[config.mk]
export PLATFORM = sky130hd
export DESIGN_NAME = seq_magnitude_comparator
export DESIGN_NICKNAME = d
export VERILOG_FILES = /design/src/rtl/seq_cmp_pkg.sv /design/src/rtl/digit_comparator.sv /design/src/rtl/seq_magnitude_comparator.sv
export SDC_FILE = /design/constraint.sdc
export NUM_CORES = 1
export LEC_CHECK = 0
export ABC_CLOCK_PERIOD_IN_PS = 7350
export CAP_MARGIN = 20
export CORE_MARGIN = 4
export CORE_UTILIZATION = 35
export DETAILED_ROUTE_END_ITERATION = 10
export SETUP_SLACK_MARGIN = 0.2
export SLEW_MARGIN = 20
export SYNTH_ARGS = -nofsm -noshare
export SYNTH_HDL_FRONTEND = slang
export SYNTH_SLANG_ARGS = --single-unit
[constraint.sdc]
create_clock -name clk -period 7.35 [get_ports clk]
set_clock_uncertainty 0.05 [all_clocks]
set_input_delay 1.1025 -clock clk [delete_from_list [all_inputs] [get_ports clk]]
set_output_delay 1.1025 -clock clk [all_outputs]
set_load 0.02 [all_outputs]
[src/rtl/seq_cmp_pkg.sv]
// Shared types for the sequential magnitude comparator: FSM states and the
// registered three-way compare result.
package seq_cmp_pkg;

   typedef enum logic [1:0] {
      IDLE    = 2'd0,
      COMPARE = 2'd1,
      DONE    = 2'd2
   } state_t;

   typedef struct packed {
      logic gt;
      logic eq;
      logic lt;
   } cmp_result_t;

   localparam cmp_result_t RESULT_NONE = '{gt: 1'b0, eq: 1'b0, lt: 1'b0};

   // Less-than is implied once greater and equal are both known to be false.
   function automatic cmp_result_t makeResult(input logic gt, input logic eq);
      return '{gt: gt, eq: eq, lt: !gt && !eq};
   endfunction

endpackage

[src/rtl/digit_comparator.sv]
// Combinational unsigned compare of one DIGIT-bit slice; the caller derives
// less-than from the two outputs.
module digit_comparator #(
   parameter int DIGIT = 2
) (
   input  logic [DIGIT-1:0] i_a,
   input  logic [DIGIT-1:0] i_b,
   output logic             o_gt,
   output logic             o_eq
);

   assign o_gt = (i_a > i_b);
   assign o_eq = (i_a == i_b);

endmodule

[src/rtl/seq_magnitude_comparator.sv]
// Multi-cycle magnitude comparator: scans operands MSB-first one slice per
// clock and stops at the first differing slice.
module seq_magnitude_comparator
   import seq_cmp_pkg::*;
#(
   parameter int WIDTH = 16,
   parameter int DIGIT = 2
) (
   input  logic                              clk,
   input  logic                              rst_n,
   input  logic                              start,
   input  logic [WIDTH-1:0]                  a,
   input  logic [WIDTH-1:0]                  b,
   input  logic                              is_signed,
   output logic                              busy,
   output logic                              done,
   output logic                              is_greater,
   output logic                              is_equal,
   output logic                              is_less,
   output logic [$clog2(WIDTH/DIGIT+1)-1:0]  digits_used
);

   localparam int NUM_DIGITS = WIDTH / DIGIT;
   localparam int CNT_W      = $clog2(NUM_DIGITS + 1);
   localparam int IDX_W      = (NUM_DIGITS > 1) ? $clog2(NUM_DIGITS) : 1;
   localparam logic [WIDTH-1:0] SIGN_BIT = WIDTH'(1) << (WIDTH - 1);

   state_t              r_state;
   state_t              w_next;
   logic [WIDTH-1:0]    r_a;
   logic [WIDTH-1:0]    r_b;
   logic [IDX_W-1:0]    r_idx;
   logic [CNT_W-1:0]    r_count;
   logic [CNT_W-1:0]    r_digits;
   cmp_result_t         r_result;

   logic [DIGIT-1:0]    w_sliceA;
   logic [DIGIT-1:0]    w_sliceB;
   logic                w_gt;
   logic                w_eq;
   logic                w_accept;
   logic                w_finish;

   // A new request is taken in IDLE or straight out of DONE for back-to-back use.
   assign w_accept = start && (r_state != COMPARE);
   assign w_finish = (r_state == COMPARE) && (!w_eq || (r_idx == '0));

   always_comb begin
      w_sliceA = r_a[int'(r_idx) * DIGIT +: DIGIT];
      w_sliceB = r_b[int'(r_idx) * DIGIT +: DIGIT];
   end

   digit_comparator #(
      .DIGIT (DIGIT)
   ) u_digit_cmp (
      .i_a  (w_sliceA),
      .i_b  (w_sliceB),
      .o_gt (w_gt),
      .o_eq (w_eq)
   );

   always_ff @(posedge clk or negedge rst_n) begin
      if (!rst_n) begin
         r_state <= IDLE;
      end else begin
         r_state <= w_next;
      end
   end

   always_comb begin
      w_next = r_state;
      unique case (r_state)
         IDLE: begin
            if (start) begin
               w_next = COMPARE;
            end
         end
         COMPARE: begin
            if (w_finish) begin
               w_next = DONE;
            end
         end
         DONE: begin
            w_next = start ? COMPARE : IDLE;
         end
         default: begin
            w_next = IDLE;
         end
      endcase
   end

   // Flipping the sign bit of both operands maps two's-complement order onto
   // unsigned order, so the slice scan itself never needs to know the mode.
   always_ff @(posedge clk or negedge rst_n) begin
      if (!rst_n) begin
         r_a      <= '0;
         r_b      <= '0;
         r_idx    <= '0;
         r_count  <= '0;
         r_digits <= '0;
         r_result <= RESULT_NONE;
      end else if (w_accept) begin
         r_a     <= a ^ (is_signed ? SIGN_BIT : '0);
         r_b     <= b ^ (is_signed ? SIGN_BIT : '0);
         r_idx   <= IDX_W'(NUM_DIGITS - 1);
         r_count <= '0;
      end else if (r_state == COMPARE) begin
         r_count <= r_count + CNT_W'(1);
         if (w_finish) begin
            r_result <= makeResult(w_gt, w_eq);
            r_digits <= r_count + CNT_W'(1);
         end else begin
            r_idx <= r_idx - IDX_W'(1);
         end
      end
   end

   assign busy        = (r_state == COMPARE);
   assign done        = (r_state == DONE);
   assign is_greater  = r_result.gt;
   assign is_equal    = r_result.eq;
   assign is_less     = r_result.lt;
   assign digits_used = r_digits;

endmodule

Word-level counts from Yosys, hierarchy flattened
Index checks and enable logic that the tools add are counted.
W data, S select, Z words.
Storage, ports and cells
  flip-flop bits (word level): 48
  input port bits: 36
Operators by class
  add/subtract/negate cells: 2
  order comparisons: 1
  equal/unequal tests: 7
  shift-type cells: 2
  mux-type cells: 10
  bitwise gates (word level): 3
  reduce and logical (&&, ||, !) cells: 12
Operators with widths (number)
  $shiftx A16 B5 Y2: 2
  $xor A16 B16 Y16: 2
  $mux W16: 1
  $mux W3: 3
  $mux W4: 2
  $pmux W2 S3: 1
  $add A4 B1 Y4 const B: 1
  $mux W2: 2
  $ne A2 B1 Y1 const B: 2
  $ne A2 B2 Y1 const B: 2
  $reduce_and A2 Y1: 2
  $logic_and A1 B1 Y1: 3
  $logic_not A3 Y1: 1
  $reduce_and A3 Y1: 1
  $sub A3 B1 Y3 const B: 1
  $eq A2 B1 Y1 const B: 1
  $eq A2 B2 Y1: 1
  $eq A2 B2 Y1 const B: 1
  $gt A2 B2 Y1: 1
  $logic_not A1 Y1: 2
  $logic_not A2 Y1: 1
  $reduce_bool A2 Y1: 1
  $logic_or A1 B1 Y1: 1
  $mux W1: 1
  $not A1 Y1: 1

Longest topological paths before layout
  word-level depth: 8
  depth in mapped cells: 8

By module
From an unflattened synthesis, not the netlist that was laid out.
Unflattened totals
  cell total of the unflattened synthesis: 162
  area, all modules: 2259.7 sq um
Modules (own cells, without submodules)
  seq_magnitude_comparator: instances 1, cells each 154, area each 2199.6 sq um, seq. area each 1201.2 sq um
  digit_comparator: instances 1, cells each 8, area each 60.1 sq um, seq. area each 0.0 sq um

Least setup slack after synthesis
OpenSTA, ideal clock, no wires.
  path type: reg2reg
  start point: register r_idx[0]
  end point: register r_digits[2], in the netlist digits_used[2]
  data arrival time: 2368 ps
  slack: 4805 ps
  cell stages (with the launch flop): 9
  buffers on the path: 1
  cell sequence: dfrtp_1 > buf_6 > mux4_1 > mux2_2 > ha_1 > nand2_1 > o21ai_2 > inv_2 > mux2_1
On the way
  longest elaborated chain between the ends: 6
  elaborated cells on any way between the ends: 8
  classes of those cells: 1 x eq/ne; 2 x shift; 5 x reduce/logical
RTL lines
  from (decl): RTL line seq_magnitude_comparator.sv:32  | logic [IDX_W-1:0] r_idx;
  from (signal assigned): RTL line seq_magnitude_comparator.sv:105  | r_idx <= IDX_W'(NUM_DIGITS - 1);
  from (signal assigned): RTL line seq_magnitude_comparator.sv:113  | r_idx <= r_idx - IDX_W'(1);
  $shiftx A16 B5 Y2 (on tied branches): RTL line seq_magnitude_comparator.sv:49, seq_magnitude_comparator.sv:50
  $eq A2 B2 Y1: RTL line digit_comparator.sv:13  | assign o_eq = (i_a == i_b);
  $logic_not A1 Y1: RTL line seq_magnitude_comparator.sv:46  | assign w_finish = (r_state == COMPARE) && (!w_eq || (r_idx == '0));
  $logic_or A1 B1 Y1 *: RTL line seq_magnitude_comparator.sv:46
  $logic_and A1 B1 Y1 *: RTL line seq_magnitude_comparator.sv:46
  $reduce_and A3 Y1 (no source line) *
  to (signal assigned): RTL line seq_magnitude_comparator.sv:111  | r_digits <= r_count + CNT_W'(1);
  to (decl): RTL line seq_magnitude_comparator.sv:34  | logic [CNT_W-1:0] r_digits;
Mark *: on every way between the ends. The rest lies on a longest branch, timed or not.
A chain may end at the register's enable or synchronous reset.

Worst setup path in the final report
  start point: register r_state[0]
  end point: output port busy
On the way
  longest elaborated chain between the ends: 1
RTL lines
  from (decl): RTL line seq_magnitude_comparator.sv:28  | state_t r_state;
  from (signal assigned): RTL line seq_magnitude_comparator.sv:66  | r_state <= w_next;
  $eq A2 B1 Y1: RTL line seq_magnitude_comparator.sv:118  | assign busy = (r_state == COMPARE);
  to (decl): RTL line seq_magnitude_comparator.sv:15  | output logic busy,
Every way passes these cells.

==> run metrics <==
Skew-Pair Late Insertion Delay=~0.29 ns; clock slew at reported path FFs=roughly 0.08 ns; ant diodes=0; Starting Density=a little under two fifths; fin nets=240; fin crit share=between 40 and 50%; type of the worst setup path=reg2out; worst-margin pin slew=0.597 ns; Synth Area in Compound Gates=approximately 5.7%; most common cell after layout, fill and taps aside=dfrtp_1; Synth Area in Adders=2.80%; Mapped Cells=154; Synth Area in XOR/XNOR=under 10%; post-CTS sizing=0; clk root buf=clkbuf_8; Max clock buf depth=2; simple-gate area share of the yosys netlist=around 3.9%; Leak=between 1 and 1.5 nW; total grt overflow=0; DRC=0; IO Pins=45; Worst Setup Start Kind=register; Clock power frac=14.8%; number of global-route vias before repair=1573; internal power=0.702 mW; CP Data Required Time=6.20 ns; Arrival @ worst endpoint=between 1.5 and 2 ns; via count=1415; # rows=28; CP Cell Sequence=nand2b_2 -> clkinv_1 -> clkdlybuf4s50_1; TritonCTS clock tree=done; Syn. warnings=0; post-synthesis mux area share=just under 30%; Iter 0 DRT Violations=81; initial antenna violation count=0; setup_tns=0 ns; Peak supply drop=150 uV; antenna-violating nets left=0; fin util=between 40% and 50%; Sequential Power Share=42.1%; GP Congestion=between 0.7 and 0.8; postcts setup bufs=0; min Tclk post-route=between 3 and 4 ns; reg-to-reg slack, setup=4.37 ns; Switching Power=between 0.3 and 0.4 mW; Max-Cap Viols=0; die area=7730 um2; switching share of total power=34.0%; clock sinks=48; htree depth=2; Synthesized Nets=195; TritonCTS Buffers=5; syn avg cell area=14.5 um2; CP Max Fanout=13; critical path's largest stage delay=0.62 ns; FF+latch count, synth=48; Post-DP HPWL=3.28 mm; # hold bufs at CTS=0; Die Y=87.9 um; largest family of logic cells by synthesized area=multiplexers; first-pass GRT wire length=7.44 mm; # setup viols final=0; Post-Route WL=4.29 mm; I/O Buffers=between 40 and 50; Cell Area, Synth=approximately 2200 um2; pin count of the biggest net entering global routing=49; Fin. Hold Viols=0; hold_ws=around 0.46 ns; Tot GR Track Use=12.4%; post-synth cell types=34; most frequent cells in the layout=dfrtp_1 (48), clkdlybuf4s50_1 (43), mux2_2 (33); Slew Limit Headroom=roughly 60%; Syn-to-layout area delta=26.5%; Initial DRT Pass Iterations=4; Fmax achieved=0.333 GHz; Pwr Density=376 nW/um2; Core ar.=6060 um2; WL/cell=15.6 um; HP Class=reg2reg; outcome=finished, final reports clean; final slew viol count=0; Worst Setup End Kind=output pin; register area share after synthesis=53.8%; RSZ-0062 raised after global routing=no; Die W=87.9 um; Vias/cell=5.15; Comb power frac=between 40% and 50%; Slowest cell on crit path=clkdlybuf4s50_1; fraction of layout cells with a size suffix above 1=between 20% and 30%
-- metal layers --
metal	vias to the layer above	share of wire (%)	track usage, %
met5	-	0	0
met4	0	0.93	2.93
met3	6	5.9	3.95
met2	34	50	21.3
met1	715	43	15.3
li1	660	-	-
-- sequential cells by signal, indices dropped and copies added (netlist names) --
signal       count
r_count          4
is_less          1
is_greater       1
r_state          2
is_equal         1
r_b             16
r_idx            3
r_a             16
digits_used      4
-- critical path, delay by kind of cell, from the launching register on --
family,cells,cell delay (ns)
flops,1,0.41
buf+inv,2,0.92
simple gates,1,0.23
-- final timing paths --
| kind | start | to | cells past startpoint |
|---|---|---|---|
| setup / recovery | r_state[0]$_DFFE_PN0P_ | busy | 3 |
| hold / removal | r_a[0]$_DFFE_PN0P_ | r_a[0]$_DFFE_PN0P_ | 1 |
| setup reg to reg | r_idx[0]$_DFFE_PN0P_ | digits_used[2]$_DFFE_PN0P_ | 7 |
| hold reg to reg | r_a[0]$_DFFE_PN0P_ | r_a[0]$_DFFE_PN0P_ | 1 |
| max in group asynchronous | rst_n | r_count[0]$_DFFE_PN0P_ | 1 |
| min in group asynchronous | rst_n | r_state[0]$_DFFE_PN0P_ | 1 |
-- power by group through the flow --
| stage | combinational [mW] | clock (mW) | sequential, mW |
|---|---|---|---|
| after global placement | 0.446 | 0 | 0.453 |
| after CTS | 0.465 | 0.165 | 0.451 |
| after global routing | 0.502 | 0.175 | 0.464 |
| after detailed placement | 0.463 | 0 | 0.457 |
| final | 0.459 | 0.157 | 0.448 |
| after floorplan | 0.340 | 0 | 0.434 |
-- cell usage after synthesis --
library cell	n	area (um2)
dfrtp_1	48	1200
mux2_2	33	372
mux4_1	8	210
inv_1	6	22.5
mux2i_1	6	60.1
buf_2	5	25.0
ha_1	5	62.6
nand2_1	5	18.8
o21ai_0	5	25.0
nand3_1	3	15.0
a21oi_1	2	10.0
nor2b_1	2	12.5
o2bb2ai_1	2	17.5
o31ai_1	2	15.0
xnor2_1	2	17.5
xor2_1	2	17.5
a21o_1	1	7.51
a221oi_1	1	8.76
a311oi_1	1	8.76
a32o_1	1	10.0
buf_6	1	11.3
clkbuf_1	1	3.75
clkinv_1	1	3.75
inv_2	1	3.75
mux2_1	1	11.3
nand2b_1	1	6.26
nand2b_2	1	8.76
nor2_1	1	3.75
nor3_1	1	5.00
nor3b_1	1	7.51
nor4b_1	1	8.76
o21a_1	1	7.51
o21ai_2	1	8.76
o21bai_1	1	7.51
-- per-stage QoR --
step	power [mW]	setup WS, ns	instances	instance area (um2)
final	1.06	4.34	275	2830
after global routing	1.14	4.21	275	2830
after CTS	1.08	4.32	275	2820
after detailed placement	0.920	4.37	267	2730
after global placement	0.899	4.48	267	2730
after floorplan	0.773	4.80	154	2230
-- logic make-up after synthesis --
family | Yosys count
xor gates and xnor gates | 4
adders and majority gates | 5
DFF | 48
AOI/OAI and AO/OA | 18
buffers and inverters | 15
and+or+nand+nor | 16
muxes | 48
-- final cells by class --
class	instances	area [um2]
flip-flops and latches	48	1200
fillers	540	3230
repair buffers	45	445
clock buffers	6	82.6
multi-input cells	91	963
clock inverters	2	10.0
well taps	75	93.8
inverters	8	30.0
Note: power is estimated with default switching activity, not from simulation.
==> edit 1: new RTL, config.mk and constraints unchanged <==
Re-encode `state_t` (3 states) as one-hot, 3 bits wide.
--- a/src/rtl/seq_cmp_pkg.sv
+++ b/src/rtl/seq_cmp_pkg.sv
@@ -3,8 +3,8 @@
 package seq_cmp_pkg;
 
-   typedef enum logic [1:0] {
-      IDLE    = 2'd0,
-      COMPARE = 2'd1,
-      DONE    = 2'd2
+   typedef enum logic [2:0] {
+      IDLE    = 3'b001,
+      COMPARE = 3'b010,
+      DONE    = 3'b100
    } state_t;
 
Formal check against the unedited RTL: same outputs for any inputs over 10 cycles, from zero or initial values and one cycle with rst_n low; not proved beyond that.
==> edit 1 against the unedited design <==
- register-to-register slack better by 110 ps
- design area up 3.1%
- wire length down 1.0%
- total power down 20%
- setup slack worse by 230 ps
- sequential cell count up 1
- synthesized cell count up 7.8%
- area after synthesis up 7.1%
- critical path type unchanged
==> edit 1: results (changes against the unedited design) <==
Leak=0.00129 uW (was 0.00124 uW); ys async rst share=1.00 (unchanged); Min-Delay Path Class=reg2reg (unchanged); Distinct cells, synth=36 (was 34); initial antenna violation count=0 (unchanged); H-tree depth=2 (unchanged); GRT Util Overall=0.113 (was 0.124); total CTS buffers=5 (unchanged); Crit path max-delay family=buffers and inverters (unchanged); Avg WL per Cell=14.8 um (was 15.6 um); root buf cell=clkbuf_8 (unchanged); most frequent cell after synthesis=dfrtp_1 (unchanged); RePlAce Congestion=0.752 (was 0.756); Final #Nets=249 (was 240); most frequent cells after synthesis=dfrtp_1 (48), mux2_4 (20), nand2_1 (12) (was dfrtp_1 (48), mux2_2 (33), mux4_1 (8)); Top Registers=r_a: 16 flops, r_b: 16 flops (unchanged); routed vias=1422 (was 1415); net switching power=264 uW (was 362 uW); met3 WL=268 um (was 252 um); first-pass GRT wire length=7490 um (was 7440 um); layout cell share with drive strength beyond 1=0.225 (was 0.230); Crit-path slowest cell=clkdlybuf4s50_1 (unchanged); peak fanout along the critical path=11 (was 13); sequential area share after synthesis=0.513 (was 0.538); vias in the first global route=1560 (was 1573); hpwl dp=3080 um (was 3280 um); max_slew headroom=0.585 (was 0.602); largest net degree at the start of global routing=50 (was 49); fill cell count=605 (was 540); placed cell areas=2820 sq um (was 2730 sq um); post-CTS setup buffer count=0 (unchanged); syn_nets=207 (was 195); synthesized area per cell=14.4 sq um (was 14.5 sq um); VDD IR max=0.106 mV (was 0.150 mV); placed cells=278 (was 267); Iteration-0 DRC Markers=38 (was 81); # diodes=0 (unchanged); DR pass1 iterations=4 (unchanged); Area Overhead vs Synth=21.8% (was 26.5%); worst skew pair latency=300 ps; I/O Buffers=44 (unchanged); top post-synthesis cells by area=dfrtp_1 (50%), mux2_4 (13%), mux4_2 (7.5%), mux2_2 (3.3%), mux2_1 (2.8%) (was dfrtp_1 (54%), mux2_2 (17%), mux4_1 (9.4%), ha_1 (2.8%), mux2i_1 (2.7%)); Reg clk slew, reported paths=80 ps (about the same); crit path DAT=2090 ps (was 1850 ps); Met1 Wirelength=2050 um (was 1840 um); DRT Wirelength=4250 um (was 4290 um); status=finished, final reports clean (unchanged); WL met2=1890 um (was 2160 um)
edit 1: power groups by stage:
stage | registers [uW] | logic, uW | clock network [uW]
final | 390 | 296 | 161
after global routing | 402 | 327 | 177
after CTS | 392 | 301 | 167
after detailed placement | 397 | 299 | 0
after global placement | 396 | 294 | 0
after floorplan | 385 | 235 | 0
edit 1: layout make-up:
cell class | instances | share of cell area
inverters | 7 | 0.0107
well taps | 77 | 0.0331
repair buffers | 44 | 0.150
flip-flops and latches | 49 | 0.421
clock buffers | 8 | 0.0309
multi-input cells | 101 | 0.354
edit 1: worst paths after layout:
check / from / end / slack, ps / cells after the start
min in group asynchronous: rst_n / digits_used[0]$_DFFE_PN0P_ / 750 / 1
max reg2reg: r_idx[0]$_DFFE_PN0P_ / digits_used[1]$_DFFE_PN0P_ / 4480 / 6
max: r_state[2]$_DFFE_PN0P_ / busy / 4110 / 3
max in group asynchronous: rst_n / r_b[12]$_DFFE_PN0P_ / 6060 / 1
min reg2reg: r_a[15]$_DFFE_PN0P_ / r_a[15]$_DFFE_PN0P_ / 430 / 2
min: r_a[15]$_DFFE_PN0P_ / r_a[15]$_DFFE_PN0P_ / 430 / 2
edit 1: cell families after synthesis:
logic type,Yosys count,synth area share
compound gates,23,0.0581
xor+xnor,5,0.0183
simple gates,25,0.0581
mux,43,0.270
fa+ha+maj,5,0.0262
flops,49,0.513
buf+inv,16,0.0560
edit 1: metal layers:
metal / vias up / global-route usage
met5: - / 0
met4: 0 / 0.0332
met3: 5 / 0.0342
met2: 41 / 0.172
met1: 695 / 0.154
li1: 681 / -
edit 1: stage by stage:
stage               setup slack [ps]  hold WS, ps  total power (uW)
global placement                4450          422               690
CTS                             4080          438               860
finish                          4110          431               847
floorplan                       4910          394               620
detailed placement              4410          420               696
global route                    4020          475               906
==> edit 2: new RTL, same settings <==
Without the edit above. `DIGIT` is set to 2 in 2 places; all go to 1.
--- a/src/rtl/digit_comparator.sv
+++ b/src/rtl/digit_comparator.sv
@@ -2,5 +2,5 @@
 // less-than from the two outputs.
 module digit_comparator #(
-   parameter int DIGIT = 2
+   parameter int DIGIT = 1
 ) (
    input  logic [DIGIT-1:0] i_a,
--- a/src/rtl/seq_magnitude_comparator.sv
+++ b/src/rtl/seq_magnitude_comparator.sv
@@ -5,5 +5,5 @@
 #(
    parameter int WIDTH = 16,
-   parameter int DIGIT = 2
+   parameter int DIGIT = 1
 ) (
    input  logic                              clk,
Ports: changed (resized digits_used); port bits go from 45 to 46. No check against the original RTL was run, so the function may have changed too.
==> edit 2 against the unedited design <==
- count of clock-buffer cells in the layout did not move
- sequential cell count is 3 higher
- total power increased by 10%
- critical path depth stayed put
- die area up 6.8%
- setup slack got worse by 190 ps
- wire length rose by 5.0%
- final cell count grew 10%
- sequential share of layout area is 0.56 points lower
- design area rose by 7.7%
- global-route usage decreased by 0.94 points
- area after synthesis is 7.5% higher
- critical path type unchanged
==> edit 2: results (changes against the unedited design) <==
status=finished, final reports clean (unchanged); layout cell share with drive strength beyond 1=0.261 (was 0.230); DRT Wirelength=4510 um (was 4290 um); peak fanout along the critical path=15 (was 13); Met1 Wirelength=2200 um (was 1840 um); root buf cell=clkbuf_8 (unchanged); synth warn=0 (unchanged); sequential area share after synthesis=0.531 (was 0.538); crit path DAT=2040 ps (was 1850 ps); Max clock buf depth=2 (unchanged); DR pass1 iterations=4 (unchanged); routed vias=1511 (was 1415); syn_nets=221 (was 195); VDD IR max=0.160 mV (was 0.150 mV); Top Registers=r_a: 16 flops, r_b: 16 flops (unchanged); ys async rst share=1.00 (unchanged); Distinct cells, synth=32 (was 34); RePlAce Congestion=0.720 (was 0.756); total CTS buffers=5 (unchanged); largest net degree at the start of global routing=52 (was 49); vias in the first global route=1556 (was 1573); max layer used=met4 (unchanged); Reg clk slew, reported paths=80 ps (about the same); hpwl dp=3170 um (was 3280 um); WL met2=2010 um (was 2160 um); top post-synthesis cells by area=dfrtp_1 (53%), mux2_2 (19%), mux2i_1 (5.0%), mux4_2 (3.8%), ha_1 (2.1%) (was dfrtp_1 (54%), mux2_2 (17%), mux4_1 (9.4%), ha_1 (2.8%), mux2i_1 (2.7%)); first-pass GRT wire length=7630 um (was 7440 um); # resized after CTS=0 (unchanged); GRT Util Overall=0.115 (was 0.124); post-CTS setup buffer count=0 (unchanged); Max Cap Viol=0 (unchanged); Final #Nets=265 (was 240); Leak=0.00131 uW (was 0.00124 uW); Worst-Margin Slew=723 ps (was 597 ps); met3 WL=217 um (was 252 um); Min-Delay Path Class=reg2reg (unchanged); worst skew pair latency=roughly 300 ps; Iteration-0 DRC Markers=80 (was 81); H-tree depth=2 (unchanged); most frequent cells after synthesis=dfrtp_1 (51), mux2_2 (40), mux2i_1 (12) (was dfrtp_1 (48), mux2_2 (33), mux4_1 (8)); fill cell count=592 (was 540); initial antenna violation count=0 (unchanged); # diodes=0 (unchanged); I/O Buffers=45 (was 44)
-- edit 2: logic make-up (layout without fill, tap and decap cells) --
kind of cell	Yosys count	in the layout	share of synthesized area
muxes	56	56	0.275
DFF	51	51	0.531
AOI/OAI and AO/OA	25	25	0.0703
and+or+nand+nor	23	23	0.0531
buffers and inverters	17	62	0.0312
xor gates and xnor gates	5	5	0.0182
adders and majority gates	4	4	0.0208
-- edit 2: path summary, 6_finish.rpt --
| check | startpoint | endpoint | slack, ps | depth (start not counted) |
|---|---|---|---|---|
| max | r_state[1]$_DFFE_PN0P_ | busy | 4150 | 3 |
| max in group asynchronous | rst_n | r_state[1]$_DFFE_PN0P_ | 5960 | 2 |
| min | r_state[0]$_DFFE_PN0P_ | r_state[0]$_DFFE_PN0P_ | 450 | 1 |
| min reg2reg | r_state[0]$_DFFE_PN0P_ | r_state[0]$_DFFE_PN0P_ | 450 | 1 |
| min in group asynchronous | rst_n | digits_used[0]$_DFFE_PN0P_ | 840 | 2 |
| max reg2reg | r_idx[1]$_DFFE_PN0P_ | is_less$_DFFE_PN0P_ | 4300 | 6 |
-- edit 2: where the power goes --
group	switching, uW	leakage [uW]	internal (uW)
logic	206	0.000640	264
clock network	89.2	0.0000654	136
registers	79.4	0.000607	400
-- edit 2: cell type report --
class | count | area share
clock inverter | 2 | 0.0197
tap | 77 | 0.0317
sequential | 51 | 0.419
multi-input combinational | 113 | 0.345
timing repair buffer | 47 | 0.151
clock buffer | 6 | 0.0238
inverter | 7 | 0.00863
-- edit 2: worst max-delay path, cell delays in order, from the launching register on --
cell             delay (ps)
dfrtp_1                 370
nand2b_1                400
inv_2                   310
clkdlybuf4s50_1         660
-- edit 2: layer usage --
layer  vias up  GRT usage
met5         -          0
met4         0     0.0452
met3         6     0.0283
met2        40      0.170
met1       732      0.161
li1        733          -
-- edit 2: through the flow --
stage / worst slack, ps / area, sq um / instances / hold WS [ps] / power (uW)
final: 4150 / 3040 / 303 / 453 / 1170
after global routing: 4020 / 3040 / 303 / 479 / 1260
after CTS: 4140 / 3040 / 303 / 457 / 1190
after detailed placement: 4270 / 2910 / 295 / 440 / 960
after global placement: 4380 / 2910 / 295 / 435 / 957
after floorplan: 4880 / 2400 / 181 / 412 / 823
